`src/rtl/fnd_time_ctrl.sv`:
```
// 4-digit multiplexed 7-segment driver for the watch time fields, snapshotting once per scan frame.
// Optional macro FND_BLANK_LEAD_EN blanks digit 3 when its value is zero.
module fnd_time_ctrl #(
  parameter int CLK_FREQ = 100_000_000,
  parameter int SCAN_HZ  = 1000
) (
  input  logic       clk,
  input  logic       rst,
  input  logic [6:0] msec,
  input  logic [5:0] sec,
  input  logic [5:0] min,
  input  logic [4:0] hour,
  input  logic       sw_mode,
  output logic [3:0] fnd_com,
  output logic [7:0] fnd_data
);

  localparam int DIV   = CLK_FREQ / SCAN_HZ;
  localparam int CNT_W = (DIV > 1) ? $clog2(DIV) : 1;

  logic [CNT_W-1:0] scan_cnt;
  logic             scan_tick;
  logic [1:0]       digit_sel;

  logic [6:0] snap_msec;
  logic [5:0] snap_sec;
  logic [5:0] snap_min;
  logic [4:0] snap_hour;
  logic       snap_mode;

  logic [6:0] lo_val;
  logic [6:0] hi_val;
  logic [3:0] digit_val;
  logic       dp_n;
  logic       lead_blank;
  logic [7:0] data_next;

  function automatic logic [6:0] seg_encode(input logic [3:0] d);
    case (d)
      4'd0:    seg_encode = 7'h40;
      4'd1:    seg_encode = 7'h79;
      4'd2:    seg_encode = 7'h24;
      4'd3:    seg_encode = 7'h30;
      4'd4:    seg_encode = 7'h19;
      4'd5:    seg_encode = 7'h12;
      4'd6:    seg_encode = 7'h02;
      4'd7:    seg_encode = 7'h78;
      4'd8:    seg_encode = 7'h00;
      4'd9:    seg_encode = 7'h10;
      default: seg_encode = 7'h7F;
    endcase
  endfunction

  assign scan_tick = (scan_cnt == CNT_W'(DIV - 1));

  // Decode stage: select the decimal digit for the active position from the frame snapshot
  always_comb begin
    lo_val    = snap_mode ? {1'b0, snap_min}  : snap_msec;
    hi_val    = snap_mode ? {2'b00, snap_hour} : {1'b0, snap_sec};
    digit_val = 4'd0;
    case (digit_sel)
      2'd0:    digit_val = 4'(lo_val % 7'd10);
      2'd1:    digit_val = 4'(lo_val / 7'd10);
      2'd2:    digit_val = 4'(hi_val % 7'd10);
      default: digit_val = 4'(hi_val / 7'd10);
    endcase
    // Separator dot blinks off the msec snapshot regardless of mode
    dp_n = !((digit_sel == 2'd2) && (snap_msec < 7'd50));
`ifdef FND_BLANK_LEAD_EN
    lead_blank = (digit_sel == 2'd3) && (digit_val == 4'd0);
`else
    lead_blank = 1'b0;
`endif
    data_next = lead_blank ? 8'hFF : {dp_n, seg_encode(digit_val)};
  end

  // Register stage: scan counters, frame snapshot and registered outputs
  always_ff @(posedge clk) begin
    if (rst) begin
      scan_cnt  <= '0;
      digit_sel <= 2'd0;
      snap_msec <= '0;
      snap_sec  <= '0;
      snap_min  <= '0;
      snap_hour <= '0;
      snap_mode <= 1'b0;
      fnd_com   <= 4'b1111;
      fnd_data  <= 8'hFF;
    end else begin
      scan_cnt <= scan_tick ? '0 : scan_cnt + 1'b1;
      if (scan_tick) begin
        digit_sel <= digit_sel + 2'd1;
      end
      // Capture on the same edge digit_sel wraps to 0 so a whole frame shows one time value
      if (scan_tick && (digit_sel == 2'd3)) begin
        snap_msec <= msec;
        snap_sec  <= sec;
        snap_min  <= min;
        snap_hour <= hour;
        snap_mode <= sw_mode;
      end
      fnd_com  <= ~(4'b0001 << digit_sel);
      fnd_data <= data_next;
    end
  end

endmodule

```
`config.mk`:
```
export PLATFORM = sky130hd
export DESIGN_NAME = fnd_time_ctrl
export DESIGN_NICKNAME = d
export VERILOG_FILES = /design/src/rtl/fnd_time_ctrl.sv
export SDC_FILE = /design/constraint.sdc
export NUM_CORES = 1
export LEC_CHECK = 0
export BUFFER_PORTS_ARGS = -buffer_cell sky130_fd_sc_hd__buf_2
export CAP_MARGIN = 10
export CORE_MARGIN = 4
export CORE_UTILIZATION = 40
export CTS_CLUSTER_SIZE = 8
export DETAILED_ROUTE_END_ITERATION = 16
export PLACE_DENSITY = 0.65
export REMOVE_ABC_BUFFERS = 1
export SYNTH_ARGS = -nofsm -noshare
export SYNTH_HDL_FRONTEND = slang
export SYNTH_SLANG_ARGS = --single-unit
```
`constraint.sdc`:
```
create_clock -name clk -period 12.2 [get_ports clk]
set_input_delay 2.44 -clock clk [delete_from_list [all_inputs] [get_ports clk]]
set_output_delay 2.44 -clock clk [all_outputs]
set_load 0.01 [all_outputs]
```
Word-level counts from Yosys, hierarchy flattened. Memories as Yosys holds them, arrays and structs flattened. A register that Yosys moved wholly into a read port is not among the register bits. Cells that the tools add are included.

Register bits after elaboration: 56. Memory bits (read-only): 112. Output and inout bits: 12. Word-level logic and storage cells: 31. Memories kept: 1.

Add/sub/neg operators: 2. Div/mod/pow operators: 4. $lt $le $gt $ge: 1. Equality and inequality tests: 4. Shift operators: 1. Muxes and demuxes: 3. Bitwise operators: 1. Reductions and logical operators: 5.

Memories: (no name shown) (depth 16, width 7, rd ports 1, clocked after Yosys merged registers in 1, wr ports 0, RTL line 39) `case (d)`.

Operators with widths (count): 17-bit by 1-bit adder with 17-bit output (second input constant) (1); 17-bit equality test (second input constant) (1); 7-bit by 4-bit divider with 7-bit output (second input constant) (2); 7-bit by 4-bit modulo with 7-bit output (second input constant) (2); 4-bit one-hot mux with 3 select lines (1); 7-bit by 6-bit < comparator with 1-bit output (second input constant) (1); 7-bit two-way mux (1); 6-bit two-way mux (1); 2-bit equality test (second input constant) (2); 4-bit NOT (1); 1-bit by 2-bit << shifter with 4-bit output (first input constant) (1); 2-bit by 1-bit adder with 2-bit output (second input constant) (1); 2-bit by 1-bit equality test with 1-bit output (second input constant) (1); 1-bit logical AND (2); 2-bit logical NOT (1); 2-bit OR reduction (1); 1-bit logical NOT (1).

Logic depth before layout (Yosys ltp).
Depth after elaboration: 3. Mapped depth: 21. Depth with buffers taken out: 20.

Worst setup path before layout. OpenSTA, ideal clock, no wires.

Path type: register -> register. Start point: reg digit_sel[0]. End point: reg fnd_data[3]. Setup time: 129 ps. Data arrival time: 3757 ps. Data required time: 12071 ps. Slack: 8314 ps. Cell stages (with the launch flop): 20. Buffers on the path: 1. Path through: dfxtp_1 -> ha_1 -> buf_4 -> mux4_2 -> a21oi_1 -> ha_1 -> inv_1 -> o31ai_1 -> a211oi_1 -> o2bb2ai_1 -> ha_1 -> nand2_1 -> o22ai_1 -> a21oi_1 -> a221o_1 -> o221a_2 -> inv_1 -> ha_1 -> a211oi_1 -> o31ai_1.

Word-level cells in the longest chain between the ends: 2. Elaborated cells between the ends (all ways): 4. Classes of those cells: 2 x eq/ne; 1 x mux; 1 x reduce/logical.

Ends and longest elaborated chain: start, declared (RTL line 23) `logic [1:0] digit_sel;`; start signal, assigned (RTL line 92) `digit_sel <= digit_sel + 2'd1;`; 2-bit equality test (tied with other cells) (RTL line 61) `case (digit_sel)`; 4-bit one-hot mux with 3 select lines (*) (RTL line 61); end, declared (RTL line 15) `output logic [7:0] fnd_data`.

Every way passes the cells marked *; elsewhere a longest branch is shown, timed or not. A chain may end at the register's enable or synchronous reset.

Worst setup path in the final report.
Start point: reg digit_sel[1]. End point: reg fnd_data[3].

Same word-level chain as after synthesis.

==> run metrics <==
Total GRT Usage 15.2%; CORE AREA 0.00826 mm^2; fin. max-slew vios 0; floorplan die width 100 um; nets 474; Post-CTS Resized 0; Detail Route Antenna Nets 0; setup bufs post-CTS 0; antenna violations before repair 0; Initial Util 41.1%; area of the multi-input gates 0.00211 mm^2; RSZ-0062 raised after global routing false; period utilization 37.4%; GR Layer Usage met1 19.4%; Ports 39; CP max-delay cell mux4_2; die area 0.0100 mm^2; Worst Tran Pin Value 0.941 ns; fin crit period 4.56 ns; post-synth cell types 66; Arr. time, crit path 4.76 ns; drt pass-1 iters 4; sequential cell area fraction in the yosys report 33.0%; RePlAce Congestion 0.912; die height 100 um; yosys warns 0; initial DRC count 138; post-synthesis async set-or-reset flop share 0%; final hold vios 0; n_diodes 0; synthesized flop and latch total 56; setup_tns 0 ns; commonest non-fill, non-tap cell in the layout nand2_1; Worst Path Max Fanout 10; Pwr Total 300 uW; Post-route DRC 0; Setup-failing EPs final 0; syn_area_per_cell 8.33 um^2; Pwr Density 80.9 mW/mm^2; Hold Crit Class reg2reg; Peak Freq 219 MHz; number of buffers created by CTS 5; vias in the first global route 2855; # Max-Cap Violations 0; most used routing layer met2; cell breakdown of the critical path inv_1 > ha_1 > mux4_2 > a21oi_1 > ha_1 > inv_1 > o31ai_1 > a211oi_1 > o2bb2ai_1 > ha_1 > nand2_1 > o22ai_1 > a21oi_1 > a221o_1 > o221a_2 > inv_1 > ha_1 > a211oi_1 > o31ai_1; first-pass GRT wire length 12700 um; WL/cell 13.9 um; H-tree depth 2; Worst Setup Start Kind register; CTS root buffer clkbuf_8; Post-synth EDFFs 0; Cell Area, Synth 0.00340 mm^2; post-detailed-routing wire length 7510 um; Area Overhead vs Synth 9.10%; Sink Count 56; status complete, no violations; VDD IR-drop max 47.5 uV; Hold-fix buffers, CTS 0; Clock Tree Buf Depth 2; GRT Residual Overflow 0; skew final 0.00855 ns; vias 2963; Syn Inst Count 408; Via density 5.50; most frequent cells in the layout 72 x nand2_1, 56 x dfxtp_1, 38 x buf_2, 35 x a21oi_1, 35 x nor2_1; clk_lat worst skew 0.31 ns; # rows 33; DP HPWL 5600 um; share of layout cells above drive strength 1 15.7%; CP Capture Type register; CTS tree yes; CP Data Required Time 12.40 ns; Port Buffers 38; Setup CP Type reg2reg; GR Layer Usage met2 26.7%; M3 GR Usage 2.43%; fill cell count 855; largest net degree at the start of global routing 34; top_reg_cell synth dfxtp_1; Worst-path clk slew 0.11 ns; most frequent CP cell ha_1; max_slew headroom 37.2%; slowest cell delay on critical path 0.68 ns; leakage 0.00127 uW; register area 0.00112 mm^2
## layer usage
metal	share of wire [%]	vias up
met5	0	-
met4	0.92	0
met3	3.1	7
met2	50	43
met1	46	1399
li1	-	1514
## path summary, 6_finish.rpt
check	slack, ns	end	startpoint	cells past startpoint
worst max register to register	7.64	fnd_data[3]$_SDFF_PP1_	digit_sel[1]$_SDFFE_PP0P_	19
worst max-delay path	7.64	fnd_data[3]$_SDFF_PP1_	digit_sel[1]$_SDFFE_PP0P_	19
worst min-delay path	0.47	snap_hour[0]$_SDFFE_PP0P_	snap_hour[0]$_SDFFE_PP0P_	2
worst min register to register	0.47	snap_hour[0]$_SDFFE_PP0P_	snap_hour[0]$_SDFFE_PP0P_	2
## where the power goes
group | switching (uW) | internal (uW) | leakage, uW
Combinational | 5.94 | 5.13 | 0.000768
Clock | 61.7 | 41.3 | 0.0000485
Sequential | 1.06 | 185 | 0.000454
## Yosys cell counts, drive strengths merged, types with 6 or more instances
cell / number / area [um^2]
nand2: 72 / 270
dfxtp: 56 / 1120
a21oi: 35 / 175
nor2: 35 / 131
o21ai: 15 / 78.8
ha: 14 / 175
inv: 14 / 52.6
clkbuf: 13 / 48.8
nand3: 13 / 65.1
xnor2: 11 / 96.3
mux4: 9 / 203
nor3: 9 / 45.0
buf: 8 / 60.1
and3: 7 / 48.8
xor2: 7 / 61.3
a211oi: 6 / 45.0
and2: 6 / 37.5
## worst max-delay path, delay by kind of cell, from the launching register on
family | cells | cell delay, ns
AOI/OAI and AO/OA | 10 | 1.77
adders and majority gates | 4 | 1.26
buffers and inverters | 3 | 0.30
DFF | 1 | 0.35
muxes | 1 | 0.68
and+or+nand+nor | 1 | 0.07
## state kept, by name (all words and copies together) (netlist names)
name and count:
fnd_com 4, snap_sec 6, fnd_data 8, digit_sel 2
snap_mode 1, scan_cnt 17, snap_hour 5, snap_msec 7
snap_min 6
## area by class of cell
cell class / instances / share of cell area [%]
clock buffers: 5 / 1.86
clock inverters: 3 / 0.608
inverters: 15 / 1.52
multi-input cells: 316 / 57.0
flip-flops and latches: 56 / 30.2
well taps: 105 / 3.54
repair buffers: 39 / 5.27
## per-stage QoR
stage | utilization, % | worst slack (ns) | cells | area [um^2] | hold slack (ns)
2_1_floorplan | - | 7.91 | 387 | 3290 | 0.432
3_3_place_gp | 43.7 | 7.45 | 530 | 3610 | 0.457
3_5_place_dp | 43.7 | 7.20 | 530 | 3610 | 0.461
4_1_cts | 44.8 | 7.22 | 538 | 3700 | 0.477
5_1_grt | 44.9 | 7.21 | 539 | 3710 | 0.490
6_report | 44.9 | 7.64 | 539 | 3710 | 0.474
## cell families (layout without fill, tap and decap cells)
logic type                 after synthesis  count (layout)  synth area share (%)
and+or+nand+nor                        171             171                  25.0
AOI/OAI and AO/OA                       98              98                  19.5
DFF                                     56              56                  33.0
buffers and inverters                   36              62                  4.86
xor gates and xnor gates                18              18                  4.64
muxes                                   15              15                  7.77
adders and majority gates               14              14                  5.16
(Power assumes the default switching activity.)
